<file path="src/rtl/axi_lite_read_data_slave.sv">
// AXI4-Lite read path: accepts one AR beat, decodes it, reads a fixed-latency
// register bank and holds the R beat until the master accepts it.
module axi_lite_read_data_slave #(
  parameter int unsigned ADDR_WIDTH   = 32,
  parameter int unsigned DATA_WIDTH   = 32,
  parameter int unsigned NUM_REGS     = 16,
  parameter int unsigned READ_LATENCY = 1,
  parameter int unsigned SECURE_ONLY  = 0
) (
  input  logic                        ACLK,
  input  logic                        ARESETn,
  input  logic                        ARVALID,
  output logic                        ARREADY,
  input  logic [ADDR_WIDTH-1:0]       ARADDR,
  input  logic [2:0]                  ARPROT,
  output logic                        RVALID,
  input  logic                        RREADY,
  output logic [DATA_WIDTH-1:0]       RDATA,
  output logic [1:0]                  RRESP,
  output logic                        reg_rd_en,
  output logic [$clog2(NUM_REGS)-1:0] reg_rd_addr,
  input  logic [DATA_WIDTH-1:0]       reg_rd_data
);

  localparam int unsigned WORD_BYTES = DATA_WIDTH / 8;
  localparam int unsigned OFF_W      = $clog2(WORD_BYTES);
  localparam int unsigned IDX_W      = $clog2(NUM_REGS);
  localparam int unsigned CNT_W      = 3;

  localparam logic [1:0] RESP_OKAY   = 2'b00;
  localparam logic [1:0] RESP_SLVERR = 2'b10;
  localparam logic [1:0] RESP_DECERR = 2'b11;

  localparam logic [CNT_W-1:0] CNT_LAST = CNT_W'(READ_LATENCY - 1);

  // DECODE is the cycle spent classifying the captured address.
  typedef enum logic [1:0] {S_IDLE, S_DECODE, S_READ, S_RESP} state_t;

  state_t                  state_q, state_d;
  logic [ADDR_WIDTH-1:0]   addr_q, addr_d;
  logic                    nonsec_q, nonsec_d;
  logic [CNT_W-1:0]        cnt_q, cnt_d;
  logic                    arready_d, rvalid_d, rd_en_d;
  logic [DATA_WIDTH-1:0]   rdata_d;
  logic [1:0]              rresp_d;
  logic [IDX_W-1:0]        rd_addr_d;
  logic                    misaligned, out_of_range, prot_denied;
  logic                    unused_prot;

  assign unused_prot  = ^{ARPROT[2], ARPROT[0]};

  assign misaligned   = |addr_q[OFF_W-1:0];
  assign out_of_range = |addr_q[ADDR_WIDTH-1:OFF_W+IDX_W];
  assign prot_denied  = (SECURE_ONLY != 0) && nonsec_q;

  always_comb begin
    state_d   = state_q;
    addr_d    = addr_q;
    nonsec_d  = nonsec_q;
    cnt_d     = cnt_q;
    arready_d = ARREADY;
    rvalid_d  = RVALID;
    rdata_d   = RDATA;
    rresp_d   = RRESP;
    rd_en_d   = 1'b0;
    rd_addr_d = reg_rd_addr;

    case (state_q)
      S_IDLE: begin
        arready_d = 1'b1;
        if (ARVALID && ARREADY) begin
          addr_d    = ARADDR;
          nonsec_d  = ARPROT[1];
          arready_d = 1'b0;
          state_d   = S_DECODE;
        end
      end
      S_DECODE: begin
        if (misaligned || out_of_range || prot_denied) begin
          rvalid_d = 1'b1;
          rdata_d  = '0;
          rresp_d  = misaligned   ? RESP_SLVERR :
                     out_of_range ? RESP_DECERR : RESP_SLVERR;
          state_d  = S_RESP;
        end else begin
          rd_en_d   = 1'b1;
          rd_addr_d = addr_q[OFF_W +: IDX_W];
          cnt_d     = '0;
          state_d   = S_READ;
        end
      end
      S_READ: begin
        if (cnt_q == CNT_LAST) begin
          rdata_d  = reg_rd_data;
          rresp_d  = RESP_OKAY;
          rvalid_d = 1'b1;
          cnt_d    = '0;
          state_d  = S_RESP;
        end else begin
          cnt_d = cnt_q + CNT_W'(1);
        end
      end
      S_RESP: begin
        if (RVALID && RREADY) begin
          rvalid_d  = 1'b0;
          arready_d = 1'b1;
          state_d   = S_IDLE;
        end
      end
      default: state_d = S_IDLE;
    endcase
  end

  always_ff @(posedge ACLK or negedge ARESETn) begin
    if (!ARESETn) begin
      state_q     <= S_IDLE;
      addr_q      <= '0;
      nonsec_q    <= 1'b0;
      cnt_q       <= '0;
      ARREADY     <= 1'b0;
      RVALID      <= 1'b0;
      RDATA       <= '0;
      RRESP       <= RESP_OKAY;
      reg_rd_en   <= 1'b0;
      reg_rd_addr <= '0;
    end else begin
      state_q     <= state_d;
      addr_q      <= addr_d;
      nonsec_q    <= nonsec_d;
      cnt_q       <= cnt_d;
      ARREADY     <= arready_d;
      RVALID      <= rvalid_d;
      RDATA       <= rdata_d;
      RRESP       <= rresp_d;
      reg_rd_en   <= rd_en_d;
      reg_rd_addr <= rd_addr_d;
    end
  end

endmodule

</file>
<file path="config.mk">
export PLATFORM = sky130hd
export DESIGN_NAME = axi_lite_read_data_slave
export DESIGN_NICKNAME = d
export VERILOG_FILES = /design/src/rtl/axi_lite_read_data_slave.sv
export SDC_FILE = /design/constraint.sdc
export NUM_CORES = 1
export LEC_CHECK = 0
export ABC_AREA = 0
export BUFFER_PORTS_ARGS = -buffer_cell sky130_fd_sc_hd__buf_2
export CAP_MARGIN = 20
export CORE_UTILIZATION = 44
export CTS_CLUSTER_SIZE = 30
export DETAILED_ROUTE_END_ITERATION = 6
export GPL_TIMING_DRIVEN = 0
export PLACE_DENSITY = 0.75
export RECOVER_POWER = 25
export SYNTH_ARGS = -nofsm -noshare
export SYNTH_HDL_FRONTEND = slang
export SYNTH_SLANG_ARGS = --single-unit
</file>
<file path="constraint.sdc">
create_clock -name ACLK -period 4.22 [get_ports ACLK]
set_input_delay 0.633 -clock ACLK [delete_from_list [all_inputs] [get_ports ACLK]]
set_output_delay 0.633 -clock ACLK [all_outputs]
set_load 0.005 [all_outputs]
</file>
* Word level (Yosys, flattened, before mapping)
Index checks and enable logic that the tools add are counted.
Storage, ports and cells: logic and storage cells 61, input bits 71, flip-flop bits (word level) 78, output and inout bits 41
Operators by class: eq/ne operators 8, reductions and logical operators 17, mux-type cells 25, add/sub/neg operators 1, bitwise operators 1
Operator list (count):
- $mux W32 | 2
- $pmux W32 S2 | 1
- $reduce_or A26 Y1 | 1
- $mux W1 | 10
- $mux W2 | 5
- $ne A2 B2 Y1 const B | 5
- $pmux W2 S4 | 1
- $reduce_and A2 Y1 | 4
- $mux W3 | 2
- $pmux W3 S2 | 1
- $reduce_and A3 Y1 | 2
- $eq A2 B2 Y1 const B | 2
- $pmux W2 S2 | 1
- $reduce_and A4 Y1 | 1
- $reduce_bool A2 Y1 | 2
- $add A3 B1 Y3 const B | 1
- $logic_not A3 Y1 | 1
- $pmux W1 S3 | 1
- $reduce_bool A3 Y1 | 1
- $eq A2 B1 Y1 const B | 1
- $logic_and A1 B1 Y1 | 2
- $logic_not A2 Y1 | 1
- $pmux W1 S2 | 1
- $reduce_or A2 Y1 | 1
- 2 further kinds | 2

* Longest topological paths before layout
depth in word-level cells 5, mapped depth 7, depth with buffers taken out 6

* Worst setup path before layout
No wires, ideal clock.
path kind register to register, start register state_q[1], end register cnt_q[2], data arrival time 1738 ps, period minus slack after synthesis 1865 ps, buffers on the path 1, data required time 4094 ps, cell stages (with the launch flop) 8, path slack 2355 ps, setup time 126 ps, cell sequence dfrtp_1 > inv_1 > ha_1 > nor3b_2 > nand4_2 > or2_0 > buf_4 > a311o_1
Between the ends: word-level cells in the longest chain between the ends 3, elaborated cells between the ends (all ways) 6, classes of those cells eq/ne: 3; mux: 1; reduce/logical: 2
Ends and longest elaborated chain:
- start: declaration | line 39 | state_t state_q, state_d;
- start signal: assignment | line 127 | state_q <= state_d;
- $eq A2 B1 Y1 or $eq A2 B2 Y1 (tied branches) | line 68 | case (state_q)
- $ne A2 B2 Y1 (no line) or $reduce_bool A2 Y1 (tied branches)
- $reduce_and A2 Y1 (no line)
- end signal: assignment | line 130 | cnt_q <= cnt_d;
- end: declaration | line 42 | logic [CNT_W-1:0] cnt_q, cnt_d;
Parallel ways exist; a longest one is shown, timed or not. A chain may end at the register's enable or synchronous reset.

* Final worst setup path
Same ends and word-level chain as after synthesis.

==> flow_metrics.env <==
export IMPL_outcome="complete, but fails checks"
export IMPL_failed_checks="capacitance limit, slew limit"
export IMPL_ir_drop_mv=0.325
export IMPL_synth_top_area_share_pct=60.7
export IMPL_critPathRequiredTime_ns=4.45
export IMPL_grt_max_degree=45
export IMPL_ant_nets=0
export IMPL_synth_top_cells_by_area="dfrtp_1 (61%), mux2_2 (11%), a22o_1 (8.7%)"
export IMPL_cts_root_buf="clkbuf_8"
export IMPL_vias=2248
export IMPL_fin_setup_tns_ns=0
export IMPL_crit_type="flop to flop"
export IMPL_startpoint_type="flop"
export IMPL_clock_power_share_pct=25.6
export IMPL_first_global_vias=2252
export IMPL_cts_setup_buffers=0
export IMPL_ctsHoldBuffers=0
export IMPL_seq_area_frac_synth_pct=60.7
export IMPL_drc=0
export IMPL_clock_latency_ns=0.34
export IMPL_power_density_nw_per_um2=731
export IMPL_met1_usage_pct=22.9
export IMPL_drv_cap=1
export IMPL_drt_total_wl_mm=6.55
export IMPL_yosys_warnings=0
export IMPL_hold_viol=0
export IMPL_drt_first_pass_iters=5
export IMPL_ys_seq_elements=78
export IMPL_wl_per_cell_um=14.9
export IMPL_drv_slew=35
export IMPL_placedCellCount=425
export IMPL_cts_buffer_depth=2
export IMPL_grt_pass1_wl_mm=10.6
export IMPL_num_fill_cells=573
export IMPL_finClkSkew_ns=0.00705
export IMPL_n_antenna_cell=0
export IMPL_power_internal_w=0.00212
export IMPL_path_max_fanout=8
export IMPL_period_needed_ns=2.13
export IMPL_grt_use_met3_pct=3.22
export IMPL_initial_core_util_pct=46.3
export IMPL_synth_common_cells="dfrtp_1 (78), a22o_1 (32), mux2_2 (32)"
export IMPL_top_usage_layer="met2"
export IMPL_overflow=0
export IMPL_met2_usage_pct=29.7
export IMPL_seq_area_um2=1950
export IMPL_switching_power_w=0.000935
export IMPL_grt_antenna_before_repair=0
export IMPL_numCtsBuffers=9
export IMPL_dp_hpwl_mm=4.79
export IMPL_rsz0062_at_grt="no"
export IMPL_stdcell_count=441
export IMPL_async_flop_share_pct=100
export IMPL_cts_tree="yes"
export IMPL_yosysTopAreaCell="dfrtp_1"
export IMPL_hold_path_class="flop to flop"
export IMPL_drive_gt1_share_pct=51.3
export IMPL_ff2ff_path_depth=7
export IMPL_crit_arrival_ns=2.36
export IMPL_ios=112
export IMPL_portBuffers=108
export IMPL_leakagePower_nw=2.14
export IMPL_finalCritPeriodShare_pct=50.5
export IMPL_die_height_um=87.5
export IMPL_p_sw_share_pct=30.6
export IMPL_cts_sinks=78
export IMPL_max_freq_mhz=469
export IMPL_die_area_um2=7650
export IMPL_finalWeightedCongestion=0.733
export IMPL_multiInputGateArea_um2=1180
export IMPL_core_um2=6940
export IMPL_vias_per_cell=5.10
export IMPL_tightest_slew_ns=1.85
export IMPL_combPwrFrac_pct=31.7
export IMPL_synth_area_um2=3220
export IMPL_synth_ff_type="dfrtp_1"
export IMPL_synth_distinct_cells=37
export IMPL_die_w_um=87.5
export IMPL_htreeDepth=3
export IMPL_finalSetupViolations=0
export IMPL_synth_net_count=297
export IMPL_cts_resized=0
export IMPL_holdPathStages=1
export IMPL_grt_usage_pct=18.2
export IMPL_clkTransAtPathRegs_ns=0.08
export IMPL_synth_most_common_cell="dfrtp_1"
export IMPL_drt_iter0_markers=49
export IMPL_synth_edf_count=0
export IMPL_syn_avg_cell_area_um2=14.6
export IMPL_end_kind="flop"
export IMPL_synthCells=220
export IMPL_relSlewSlack_pct=-23.7
export IMPL_nets=417
export IMPL_syn_to_final_growth_pct=30.0
export IMPL_seq_power_share_pct=42.7
export IMPL_fp_row_count=30
[layout make-up]
type	count	area share, %
plain buffers	11	1.26
clock inverters	6	3.77
multi-input cells	123	28.3
repair buffers	109	13.4
inverters	8	0.718
well taps	96	2.87
flip-flops and latches	78	46.7
clock buffers	10	3.05
[path summary, 6_finish.rpt]
kind	startpoint	end	slack (ns)
min in group asynchronous	ARESETn	addr_q[10]	0.79
max	state_q[1]	cnt_q[2]	2.09
min	RRESP[1]	RRESP[1]	0.50
max in group asynchronous	ARESETn	RDATA[27]	2.36
min reg2reg	RRESP[1]	RRESP[1]	0.50
max reg2reg	state_q[1]	cnt_q[2]	2.09
[state kept, by name, indices dropped and copies added, names as in the netlist]
| register | count |
|---|---|
| RRESP | 2 |
| reg_rd_en | 1 |
| RVALID | 1 |
| addr_q | 32 |
| reg_rd_addr | 4 |
| ARREADY | 1 |
| cnt_q | 3 |
| state_q | 2 |
| RDATA | 32 |
[layer usage]
metal  part of all wire, %  wire length [µm]
met5                     0                 0
met4                   2.6               168
met3                   3.6               235
met2                    49              3240
met1                    44              2910
[worst max-delay path: stages, from the launching register on]
cell,delay [ns]
dfrtp_1,0.41
inv_1,0.12
ha_1,0.27
nor3b_2,0.25
nand4_2,0.21
or2_0,0.26
buf_4,0.18
a311o_1,0.32
[power by group through the flow]
| stage | sequential, W | combinational, W | clock (W) |
|---|---|---|---|
| global route | 0.00134 | 0.00108 | 0.000821 |
| CTS | 0.00131 | 0.000989 | 0.000800 |
| detailed placement | 0.00132 | 0.000985 | 0 |
| global placement | 0.00130 | 0.000950 | 0 |
| finish | 0.00131 | 0.000968 | 0.000783 |
| floorplan | 0.00130 | 0.000626 | 0 |
[cell families (layout without fill, tap and decap cells)]
family	Yosys count	in the layout	synth area share, %
flops	78	78	60.7
compound gates	51	51	13.6
mux	37	37	13.4
simple gates	29	29	7.43
buf+inv	19	144	2.57
fa+ha+maj	6	6	2.33
[stage by stage]
step                util [%]  setup slack (ns)  hold slack (ns)  power, W  area (µm²)
floorplan                  -              2.36            0.337   0.00193        3220
global placement        55.8              2.02            0.482   0.00225        3880
detailed placement      56.1              2.12            0.483   0.00230        3900
CTS                     60.3              2.06            0.240   0.00310        4180
global route            60.2              1.89            0.499   0.00325        4180
finish                  60.2              2.09            0.501   0.00306        4180
[layout by cell type (no fill, tap or decap), types with 2 or more instances in the layout]
cell,count
o21ai_0,5
nand2b_1,2
a21oi_1,2
nor4_4,3
dfrtp_1,78
nand2_1,6
mux2_2,32
bufinv_16,5
mux2_4,4
nand4_2,2
clkbuf_1,6
a32o_1,2
clkbuf_8,9
buf_2,113
a22o_1,32
nor4_2,3
inv_1,8
nand3_1,2
ha_1,6
nor2_1,4
Note: power is estimated with default switching activity, not from simulation.
